$ cat src/rtl/pipe_ctrl_pkg.sv
// Shared encodings for the pipeline controller: hold bitmask values,
// jump enables, reset polarity and the controller state encoding.
package pipe_ctrl_pkg;

    // Hold bitmask bits: bit0 holds the PC, bit1 holds IF, bit2 holds ID.
    localparam logic [2:0] HOLD_NONE  = 3'b000;
    localparam logic [2:0] HOLD_PC    = 3'b001;
    localparam logic [2:0] HOLD_IF    = 3'b010;
    localparam logic [2:0] HOLD_ID    = 3'b100;
    localparam logic [2:0] HOLD_FRONT = HOLD_PC | HOLD_IF;
    localparam logic [2:0] HOLD_ALL   = HOLD_PC | HOLD_IF | HOLD_ID;

    localparam logic JUMP_ENABLE  = 1'b1;
    localparam logic JUMP_DISABLE = 1'b0;

    // Reset is active-low.
    localparam logic RST_ENABLE = 1'b0;

    typedef enum logic [1:0] {
        CTRL_IDLE     = 2'd0,
        CTRL_IRQ_WAIT = 2'd1,
        CTRL_FLUSH    = 2'd2
    } ctrl_state_t;

    // Stall mask when idle: an EX multicycle op freezes PC, IF and ID;
    // a bus wait only freezes the front end.
    function automatic logic [2:0] idle_hold(input logic ex_hold, input logic bus_hold);
        logic [2:0] h;
        h = HOLD_NONE;
        if (ex_hold) h = h | HOLD_ALL;
        if (bus_hold) h = h | HOLD_FRONT;
        return h;
    endfunction

endpackage

$ cat src/rtl/pipe_ctrl_perf.sv
// Performance counters for pipe_ctrl: redirect pulses and stalled cycles.
// Only instantiated when PIPE_CTRL_PERF_EN is defined.
module pipe_ctrl_perf
    import pipe_ctrl_pkg::*;
#(
    parameter int HOLD_W = 3
) (
    input  logic              clk,
    input  logic              rst,
    input  logic              jump_flag,
    input  logic [HOLD_W-1:0] hold_flag,
    output logic [31:0]       redirect_cnt,
    output logic [31:0]       stall_cnt
);

    // Free-running wrap-around counters driven by the registered controller outputs.
    always_ff @(posedge clk) begin
        if (rst == RST_ENABLE) begin
            redirect_cnt <= 32'd0;
            stall_cnt    <= 32'd0;
        end else begin
            if (jump_flag) redirect_cnt <= redirect_cnt + 32'd1;
            if (|hold_flag) stall_cnt <= stall_cnt + 32'd1;
        end
    end

endmodule

$ cat src/rtl/pipe_ctrl.sv
// Central pipeline controller: arbitrates redirects (EX jump, interrupt) and
// stalls (EX multicycle, bus wait), and sequences post-redirect flushes.
// All outputs are registered. `state` exposes the FSM for debug.
// Optional macro PIPE_CTRL_PERF_EN adds redirect_cnt / stall_cnt outputs.
module pipe_ctrl
    import pipe_ctrl_pkg::*;
#(
    parameter int ADDR_W       = 32,
    parameter int HOLD_W       = 3,
    parameter int FLUSH_CYCLES = 2
) (
    input  logic              clk,
    input  logic              rst,
    input  logic              ex_jump_req,
    input  logic [ADDR_W-1:0] ex_jump_addr,
    input  logic              ex_hold_req,
    input  logic              bus_hold_req,
    input  logic              irq_req,
    input  logic [ADDR_W-1:0] irq_vector,
    input  logic [ADDR_W-1:0] cur_pc,
    output logic              jump_flag,
    output logic [ADDR_W-1:0] jump_addr,
    output logic [HOLD_W-1:0] hold_flag,
    output logic              flush,
    output logic              irq_ack,
    output logic [ADDR_W-1:0] irq_epc,
    output logic [1:0]        state
`ifdef PIPE_CTRL_PERF_EN
    ,
    output logic [31:0]       redirect_cnt,
    output logic [31:0]       stall_cnt
`endif
);

    // Flush counter preload: the redirect cycle itself is the first flush cycle.
    localparam logic [3:0] CNT_INIT = 4'(FLUSH_CYCLES - 1);

    ctrl_state_t st;
    logic [3:0]  cnt;
    logic        do_ex;
    logic        do_irq;

    assign state = st;

    // Redirect decision for this cycle; EX redirect always beats the interrupt.
    always_comb begin
        do_ex  = 1'b0;
        do_irq = 1'b0;
        case (st)
            CTRL_IDLE: begin
                do_ex  = ex_jump_req;
                do_irq = !ex_jump_req && irq_req && !ex_hold_req && !bus_hold_req;
            end
            CTRL_IRQ_WAIT: begin
                do_ex  = ex_jump_req;
                do_irq = !ex_jump_req && irq_req && !bus_hold_req;
            end
            default: begin
                do_ex  = 1'b0;
                do_irq = 1'b0;
            end
        endcase
    end

    // Controller FSM with registered outputs; pulses default low every cycle.
    always_ff @(posedge clk) begin
        if (rst == RST_ENABLE) begin
            st        <= CTRL_IDLE;
            cnt       <= 4'd0;
            jump_flag <= JUMP_DISABLE;
            jump_addr <= '0;
            hold_flag <= '0;
            flush     <= 1'b0;
            irq_ack   <= 1'b0;
            irq_epc   <= '0;
        end else begin
            jump_flag <= JUMP_DISABLE;
            irq_ack   <= 1'b0;
            flush     <= 1'b0;
            hold_flag <= HOLD_W'(HOLD_NONE);
            if (do_ex || do_irq) begin
                // Redirect: holds are ignored on the redirect cycle.
                jump_flag <= JUMP_ENABLE;
                jump_addr <= do_ex ? ex_jump_addr : irq_vector;
                flush     <= 1'b1;
                cnt       <= CNT_INIT;
                st        <= CTRL_FLUSH;
                if (do_irq) begin
                    irq_ack <= 1'b1;
                    irq_epc <= cur_pc;
                end
            end else begin
                case (st)
                    CTRL_IDLE: begin
                        if (irq_req && !ex_hold_req) begin
                            // Interrupt blocked by a bus wait: freeze the front end until it clears.
                            hold_flag <= HOLD_W'(HOLD_FRONT);
                            st        <= CTRL_IRQ_WAIT;
                        end else begin
                            hold_flag <= HOLD_W'(idle_hold(ex_hold_req, bus_hold_req));
                        end
                    end
                    CTRL_IRQ_WAIT: begin
                        hold_flag <= HOLD_W'(HOLD_FRONT);
                        if (!irq_req) st <= CTRL_IDLE;
                    end
                    CTRL_FLUSH: begin
                        if (bus_hold_req) begin
                            // Bus wait stretches the flush; the counter is frozen.
                            flush     <= 1'b1;
                            hold_flag <= HOLD_W'(HOLD_FRONT);
                        end else if (cnt == 4'd0) begin
                            st <= CTRL_IDLE;
                        end else begin
                            flush <= 1'b1;
                            cnt   <= cnt - 4'd1;
                        end
                    end
                    default: st <= CTRL_IDLE;
                endcase
            end
        end
    end

`ifdef PIPE_CTRL_PERF_EN
    pipe_ctrl_perf #(
        .HOLD_W(HOLD_W)
    ) u_perf (
        .clk          (clk),
        .rst          (rst),
        .jump_flag    (jump_flag),
        .hold_flag    (hold_flag),
        .redirect_cnt (redirect_cnt),
        .stall_cnt    (stall_cnt)
    );
`endif

endmodule

$ cat config.mk
export PLATFORM = sky130hd
export DESIGN_NAME = pipe_ctrl
export DESIGN_NICKNAME = d
export VERILOG_FILES = /design/src/rtl/pipe_ctrl_pkg.sv /design/src/rtl/pipe_ctrl_perf.sv /design/src/rtl/pipe_ctrl.sv
export SDC_FILE = /design/constraint.sdc
export NUM_CORES = 1
export LEC_CHECK = 0
export BUFFER_PORTS_ARGS = -buffer_cell sky130_fd_sc_hd__buf_2
export CAP_MARGIN = 20
export CORE_MARGIN = 2
export CORE_UTILIZATION = 47
export CTS_CLUSTER_DIAMETER = 40
export DETAILED_ROUTE_END_ITERATION = 10
export HOLD_SLACK_MARGIN = 0.1
export PLACE_DENSITY = 0.95
export SLEW_MARGIN = 10
export SYNTH_ARGS = -nofsm -noshare
export SYNTH_HDL_FRONTEND = slang
export SYNTH_SLANG_ARGS = --single-unit
$ cat constraint.sdc
create_clock -name clk -period 3.1 [get_ports clk]
set_clock_uncertainty 0.05 [all_clocks]
set_input_delay 0.62 -clock clk [delete_from_list [all_inputs] [get_ports clk]]
set_output_delay 0.62 -clock clk [all_outputs]
set_load 0.03 [all_outputs]
==> impl_metrics.py, run 1 <==
metrics = {
    "sta": {
        "setup-tns-final_ns": 0,
        "timing_max_transition_violations_final": 0,
        "hold_violations": 0,
        "grt_setup_unrepaired": "no",
        "finalSetupViolations": 0,
        "worst_slew_pin_slew_ns": 0.639,
        "min_period_ns": 1.94,
        "slew_headroom_pct": 57.3,
        "final_min_period_over_clock_period_pct": 62.6,
        "fmaxAchievable_mhz": 515,
    },
    "logic_synthesis": {
        "yosys_most_used_dff": "dfxtp_1",
        "synthArstFlopShare_pct": 0,
        "yosys_warnings": 0,
        "instance_count_of_the_mapped_netlist": 367,
        "synthMostInstantiatedCell": "nand2_1",
        "synth.cell_area_um2": 2970,
        "post-synth-top-area-fraction_pct": 50.5,
        "synthTopCellsByArea": "dfxtp_1 50%, nand2_1 16%, a21boi_1 8.1%, a31oi_1 6.7%, o21ai_0 4.2%",
        "synth_top_cell_by_area": "dfxtp_1",
        "synth.distinct_cells": 31,
        "ys_ff_latch": 75,
        "avgSynthCellArea_um2": 8.10,
        "synth_edf_count": 0,
        "synth-seq-area-share_pct": 50.5,
        "ys_top_cells_by_count": "129 x nand2_1, 75 x dfxtp_1, 32 x a21boi_1, 32 x a31oi_1, 25 x o21ai_0",
        "syn_nets": 470,
    },
    "die": {
        "fp.dieArea_um2": 6980,
        "fp.coreArea_um2": 6030,
        "die-height_um": 83.5,
        "floorplan.rows": 28,
        "io-pin-count": 174,
        "initial_utilization_pct": 49.4,
        "chipWidth_um": 83.5,
    },
    "worst_setup_path": {
        "critPathCaptureType": "flop",
        "reg2reg_slack_ns": 1.20,
        "regToRegStartpoint": "state[0]$_SDFFE_PP0P_",
        "critPathKind": "primary input to flop",
        "r2r_end": "jump_addr[2]$_SDFFE_PN0P_",
        "r2r.worst_path.cells": 5,
        "cp.arrival_ns": 2.10,
        "worst_setup_path_start_kind": "primary input",
        "required_time_reported_for_the_critical_path_endpoint_ns": 3.26,
        "critical_path_peak_fanout": 36,
    },
    "clock_tree": {
        "cts_resized": 0,
        "cts-root-to-sink-buffers": 2,
        "clkLatencyLatePin_ns": 0.34,
        "post-cts-setup-buffers": 0,
        "clk_root_buffer_cell": "clkbuf_8",
        "tritoncts": "built",
        "number_of_clock_sinks_seen_by_cts": 75,
        "cts_hold_buf": 0,
        "cts_buffers": 9,
        "worst_setup_hold_path_clk_slew_ns": 0.07,
        "cts.htree.levels": 3,
    },
    "worst_hold_path": {
        "hold_path_class": "flop to flop",
        "hold_path_startpoint": "irq_epc[14]$_SDFFE_PN0P_",
        "whs_path_depth": 2,
        "hold-path-endpoint": "irq_epc[14]$_SDFFE_PN0P_",
    },
    "detailed_routing": {
        "drt_iter0_drc": 99,
        "detailroute.via_count": 3066,
        "drt_wl_total_um": 7720,
        "wire_per_inst_um": 12.7,
        "firstDrtPassIters": 4,
        "route.detailed.drc": 0,
        "routed_via_density": 5.04,
        "final_antenna_net_count": 0,
    },
    "placement": {
        "gp_congestion": 0.806,
        "placement.io_buffers": 173,
        "dpl.hpwl_um": 5490,
    },
    "grt": {
        "grt_overflow": 0,
        "largest_net_degree_at_the_start_of_global_routing": 65,
        "number_of_global_route_vias_before_repair": 2912,
        "grt_first_pass_wirelength_um": 12700,
        "antenna_violations_before_repair": 0,
        "track_usage_pct": 22.2,
    },
    "flow_run": {
        "maxCapViolCount": 0,
    },
    "final_layout": {
        "area_growth_syn_to_layout_pct": 37.9,
        "final_core_utilization_pct": 68.0,
        "layout-drive-gt1-share_pct": 37.3,
        "final_nets": 631,
        "antenna_cells": 0,
        "fillers": 490,
    },
    "power": {
        "pwr-share-comb_pct": 17.1,
        "power_density_nw_per_um2": 542,
        "static-leakage-power_nw": 1.91,
        "power_switching_mw": 0.612,
        "power.switching_fraction_pct": 27.5,
        "design_internal_power_mw": 1.61,
        "power_share_of_the_sequential_group_pct": 47.0,
        "power_frac_clock_pct": 35.9,
        "ir_worst_vdd_mv": 0.406,
    },
    "run_status": {
        "run_status": "finished clean",
    },
}
==> power groups by stage <==
stage	registers [mW]	clock network, mW	logic, mW
floorplan	1.17	0	0.129
global placement	1.07	0	0.365
detailed placement	1.07	0	0.375
CTS	1.05	0.824	0.375
global route	1.05	0.865	0.413
finish	1.05	0.797	0.380
==> logic make-up (layout without fill, tap and decap cells) <==
family	Yosys count	count (layout)	share of synthesized area, %
fa+ha+maj	1	1	0.421
simple gates	155	155	21.7
flops	75	75	50.5
buf+inv	30	196	4.84
xor+xnor	2	2	0.589
compound gates	104	104	22.0
==> registers in the layout, summed over array words and instances (netlist names) <==
register / cells
cnt: 4
flush: 1
hold_flag: 2
irq_ack: 1
irq_epc: 32
jump_addr: 32
jump_flag: 1
state: 2
==> cell usage in the layout, fill, tap and decap left out, drive strengths merged, types with 3 or more instances in the layout <==
cell / count
dfxtp: 75
buf: 178
clkbuf: 9
o21a: 3
nor2: 7
a31oi: 32
o21ai: 33
clkinv: 5
nand2: 129
a21boi: 32
nand2b: 4
==> final cells by class <==
| class | instances | area (um^2) | share of cell area [%] |
|---|---|---|---|
| Multi-Input combinational cell | 262 | 1330 | 32.5 |
| Inverter | 2 | 7.51 | 0.183 |
| Clock buffer | 9 | 124 | 3.02 |
| Tap cell | 75 | 93.8 | 2.29 |
| Sequential cell | 75 | 1500 | 36.6 |
| Clock inverter | 7 | 92.6 | 2.26 |
| Timing Repair Buffer | 178 | 948 | 23.1 |
==> worst max path at each step <==
stage            startpoint                          to  slack (ns)  cells after the start
3_5_place_dp   bus_hold_req   jump_addr[2]$_SDFFE_PN0P_        0.77                      6
4_1_cts        bus_hold_req   jump_addr[2]$_SDFFE_PN0P_        1.13                      6
5_1_grt        bus_hold_req  jump_addr[31]$_SDFFE_PN0P_        1.06                      6
3_3_place_gp   bus_hold_req  jump_addr[31]$_SDFFE_PN0P_        0.86                      6
2_1_floorplan       irq_req  jump_addr[10]$_SDFFE_PN0P_        1.50                      6
6_report       bus_hold_req   jump_addr[2]$_SDFFE_PN0P_        1.16                      6
==> through the flow <==
step | hold WS, ns | cell area (um^2) | std cells | total power [mW] | setup WS, ns
after detailed placement | 0.392 | 3860 | 591 | 1.44 | 0.769
after global placement | 0.387 | 3860 | 591 | 1.43 | 0.861
final | 0.401 | 4100 | 608 | 2.22 | 1.16
after CTS | 0.402 | 4070 | 607 | 2.24 | 1.13
after global routing | 0.413 | 4100 | 608 | 2.33 | 1.06
after floorplan | 0.436 | 2970 | 367 | 1.30 | 1.50
==> per-layer routing <==
layer	GRT usage (%)	part of all wire, %	vias up
met5	0	0	-
met4	8.94	0.53	0
met3	4.65	7.7	2
met2	41.2	50	135
met1	24.7	41	1371
li1	-	-	1558
==> worst max-delay path, stage by stage <==
cell and delay [ns]:
buf_2 0.13, nor2b_1 0.21, nand3_2 0.55, buf_12 0.40
nand2_1 0.08, a31oi_1 0.09
No activity file was read; power rests on OpenSTA's default activity.
==> inputs of run 2 (changes only) <==
ABC_AREA = 1   (was not set)
CORE_UTILIZATION = 45   (was 47)
PLACE_DENSITY = 0.91   (was 0.95)
clock period = 1.8 ns   (was 3.1 ns; I/O delays follow)
==> run 2 against run 1 <==
Net effect: largest cell class unchanged; die area grew 13%; synthesized area grew 9.0%; global-route usage decreased by 0.53 points; sequential share of layout area is 2.5 points lower; power grew 97%; count of clock-buffer cells in the layout is 1 higher; critical path depth increased by 1; clock power grew 110%; synthesized cell count rose by 25%.
==> impl_metrics.py, run 2 <==
metrics = {
    "sta": {
        "fmaxAchievable_mhz": 633,
        "timing_max_transition_violations_final": 0,
        "setup-tns-final_ns": 0,
        "grt_setup_unrepaired": "no",
        "min_period_ns": 1.58,
        "holdWs_ns": 0.213,
        "hold_violations": 0,
        "final_min_period_over_clock_period_pct": 87.7,
        "slew_headroom_pct": 70.8,
        "finalSetupViolations": 0,
        "worst_slew_pin_slew_ns": 0.436,
    },
    "final_layout": {
        "finish.cell_count_without_fillers": 719,
        "area_growth_syn_to_layout_pct": 35.5,
        "stdcell_area_um2": 4390,
        "final_nets": 721,
        "most-common-layout-cells": "173 x buf_2, 144 x nand2_1, 75 x dfxtp_1, 74 x nor2_1",
        "antenna_cells": 0,
        "mostFrequentLayoutCell": "buf_2",
        "biggestRegsByFlops": "irq_epc (32), jump_addr (32), cnt (4)",
        "layout-drive-gt1-share_pct": 32.9,
    },
    "die": {
        "fp.dieArea_um2": 7900,
        "die-height_um": 88.9,
        "chipWidth_um": 88.9,
        "floorplan.rows": 30,
        "fp.coreArea_um2": 6870,
        "io-pin-count": 174,
        "initial_utilization_pct": 47.2,
    },
    "worst_setup_path": {
        "critical_path_peak_fanout": 41,
        "critPathKind": "flop to flop",
        "critical_path.n_buffers_inverters": 2,
        "cp.arrival_ns": 1.79,
        "regToRegStartpoint": "state[1]$_SDFFE_PN0P_",
        "worst_path_dominant_cell_family": "buffers and inverters",
        "worst_setup_path_start_kind": "flop",
        "slowest_delay_ns": 0.41,
        "cp_common_cell": "nand3_2",
        "crit_path_start": "state[1]$_SDFFE_PN0P_",
        "reg2reg_slack_ns": 0.22,
        "cpMaxStageDelayCell": "dfxtp_1",
        "worstPathCellList": "inv_2, nand3_2, nand2_1, nand2_2, buf_4, nand3_2, a21oi_1",
        "r2r_end": "cnt[3]$_SDFFE_PP0P_",
        "r2r.worst_path.cells": 7,
        "critPathCaptureType": "flop",
        "required_time_reported_for_the_critical_path_endpoint_ns": 2.01,
    },
    "placement": {
        "gp_congestion": 0.800,
        "placed_cells_incl_taps": 703,
        "dpl.hpwl_um": 6540,
        "placement.io_buffers": 173,
        "placed_area_um2": 4130,
    },
    "logic_synthesis": {
        "avgSynthCellArea_um2": 7.05,
        "synthMostInstantiatedCell": "nand2_1",
        "ys_top_cells_by_count": "144 x nand2_1, 75 x dfxtp_1, 74 x nor2_1",
        "synthArstFlopShare_pct": 0,
        "yosys_most_used_dff": "dfxtp_1",
        "synthTopCellsByArea": "dfxtp_1 46%, nand2_1 17%, nor2_1 8.6%, nand4_1 6.9%, nand3_1 5.6%",
        "yosys_warnings": 0,
        "synth.distinct_cells": 20,
        "instance_count_of_the_mapped_netlist": 460,
        "syn_nets": 563,
        "synth.cell_area_um2": 3240,
        "synth-seq-area-share_pct": 46.3,
        "ys_ff_latch": 75,
        "synth_top_cell_by_area": "dfxtp_1",
        "post-synth-top-area-fraction_pct": 46.3,
        "synth_edf_count": 0,
    },
    "clock_tree": {
        "worst_setup_hold_path_clk_slew_ns": 0.08,
        "clk_root_buffer_cell": "clkbuf_8",
        "cts.htree.levels": 3,
        "cts_resized": 0,
        "cts-root-to-sink-buffers": 2,
        "cts_hold_buf": 0,
        "cts_buffers": 9,
        "clkLatencyLatePin_ns": 0.34,
        "tritoncts": "built",
        "number_of_clock_sinks_seen_by_cts": 75,
        "post-cts-setup-buffers": 0,
    },
    "grt": {
        "number_of_global_route_vias_before_repair": 3092,
        "track_usage_pct": 21.7,
        "grt_overflow": 0,
        "largest_net_degree_at_the_start_of_global_routing": 101,
        "antenna_violations_before_repair": 0,
        "grt_first_pass_wirelength_um": 13500,
    },
    "detailed_routing": {
        "routed_via_density": 5.03,
        "detailroute.via_count": 3613,
        "firstDrtPassIters": 4,
        "route.detailed.drc": 0,
        "final_antenna_net_count": 0,
        "drt_iter0_drc": 154,
        "drt_wl_total_um": 8900,
        "wire_per_inst_um": 12.4,
    },
    "worst_hold_path": {
        "hold_path_class": "primary input to flop",
        "hold-path-endpoint": "irq_epc[18]$_SDFFE_PN0P_",
        "hold_path_startpoint": "cur_pc[18]",
        "whs_path_depth": 3,
    },
    "power": {
        "power_density_nw_per_um2": 996,
        "ir_worst_vdd_mv": 0.517,
        "static-leakage-power_nw": 2.39,
    },
    "flow_run": {
        "maxCapViolCount": 0,
    },
    "run_status": {
        "run_status": "finished clean",
    },
}
[run 2: logic make-up after synthesis]
kind of cell | Yosys count | synth area share [%]
simple gates | 296 | 39.3
flops | 75 | 46.3
buf+inv | 48 | 7.80
compound gates | 40 | 6.25
fa+ha+maj | 1 | 0.386
[run 2: power breakdown]
group	leakage [nW]	internal, mW	switching, mW
Clock	0.131	1.07	0.610
Combinational	1.65	0.294	0.581
Sequential	0.613	1.77	0.0582
[run 2: cell type report]
type | count | area (um^2)
fill | 603 | 2470
clock buffer | 10 | 128
clock inverter | 6 | 138
tap | 96 | 120
multi-input combinational | 337 | 1490
sequential | 75 | 1500
timing repair buffer | 182 | 971
inverter | 13 | 48.8
[run 2: worst min-delay path: stages]
cell and delay [ns]:
buf_2 0.08, o21ai_1 0.06, nor2_1 0.07
[run 2: how the worst max path moves through the flow]
stage,to,slack (ns),depth (start not counted)
floorplan,irq_epc[15]$_SDFFE_PN0P_,0.40,7
global placement,cnt[3]$_SDFFE_PP0P_,0.29,8
detailed placement,cnt[3]$_SDFFE_PP0P_,0.21,8
CTS,cnt[3]$_SDFFE_PP0P_,0.20,7
global route,cnt[3]$_SDFFE_PP0P_,0.04,7
finish,cnt[3]$_SDFFE_PP0P_,0.22,7
[run 2: metrics by stage]
stage | setup slack, ns | total power [mW] | utilization, %
final | 0.221 | 4.38 | 64.0
after global routing | 0.0404 | 4.59 | 64.0
after CTS | 0.203 | 4.41 | 64.0
after detailed placement | 0.213 | 2.74 | 60.1
after global placement | 0.293 | 2.71 | 60.1
after floorplan | 0.398 | 2.44 | -
[run 2: per-layer routing]
layer	vias to the layer above	routed length, um	GRT usage [%]
li1	1814	-	-
met1	1606	3730	26.0
met2	180	4220	37.3
met3	13	814	4.57
met4	0	138	9.64
met5	-	0	0
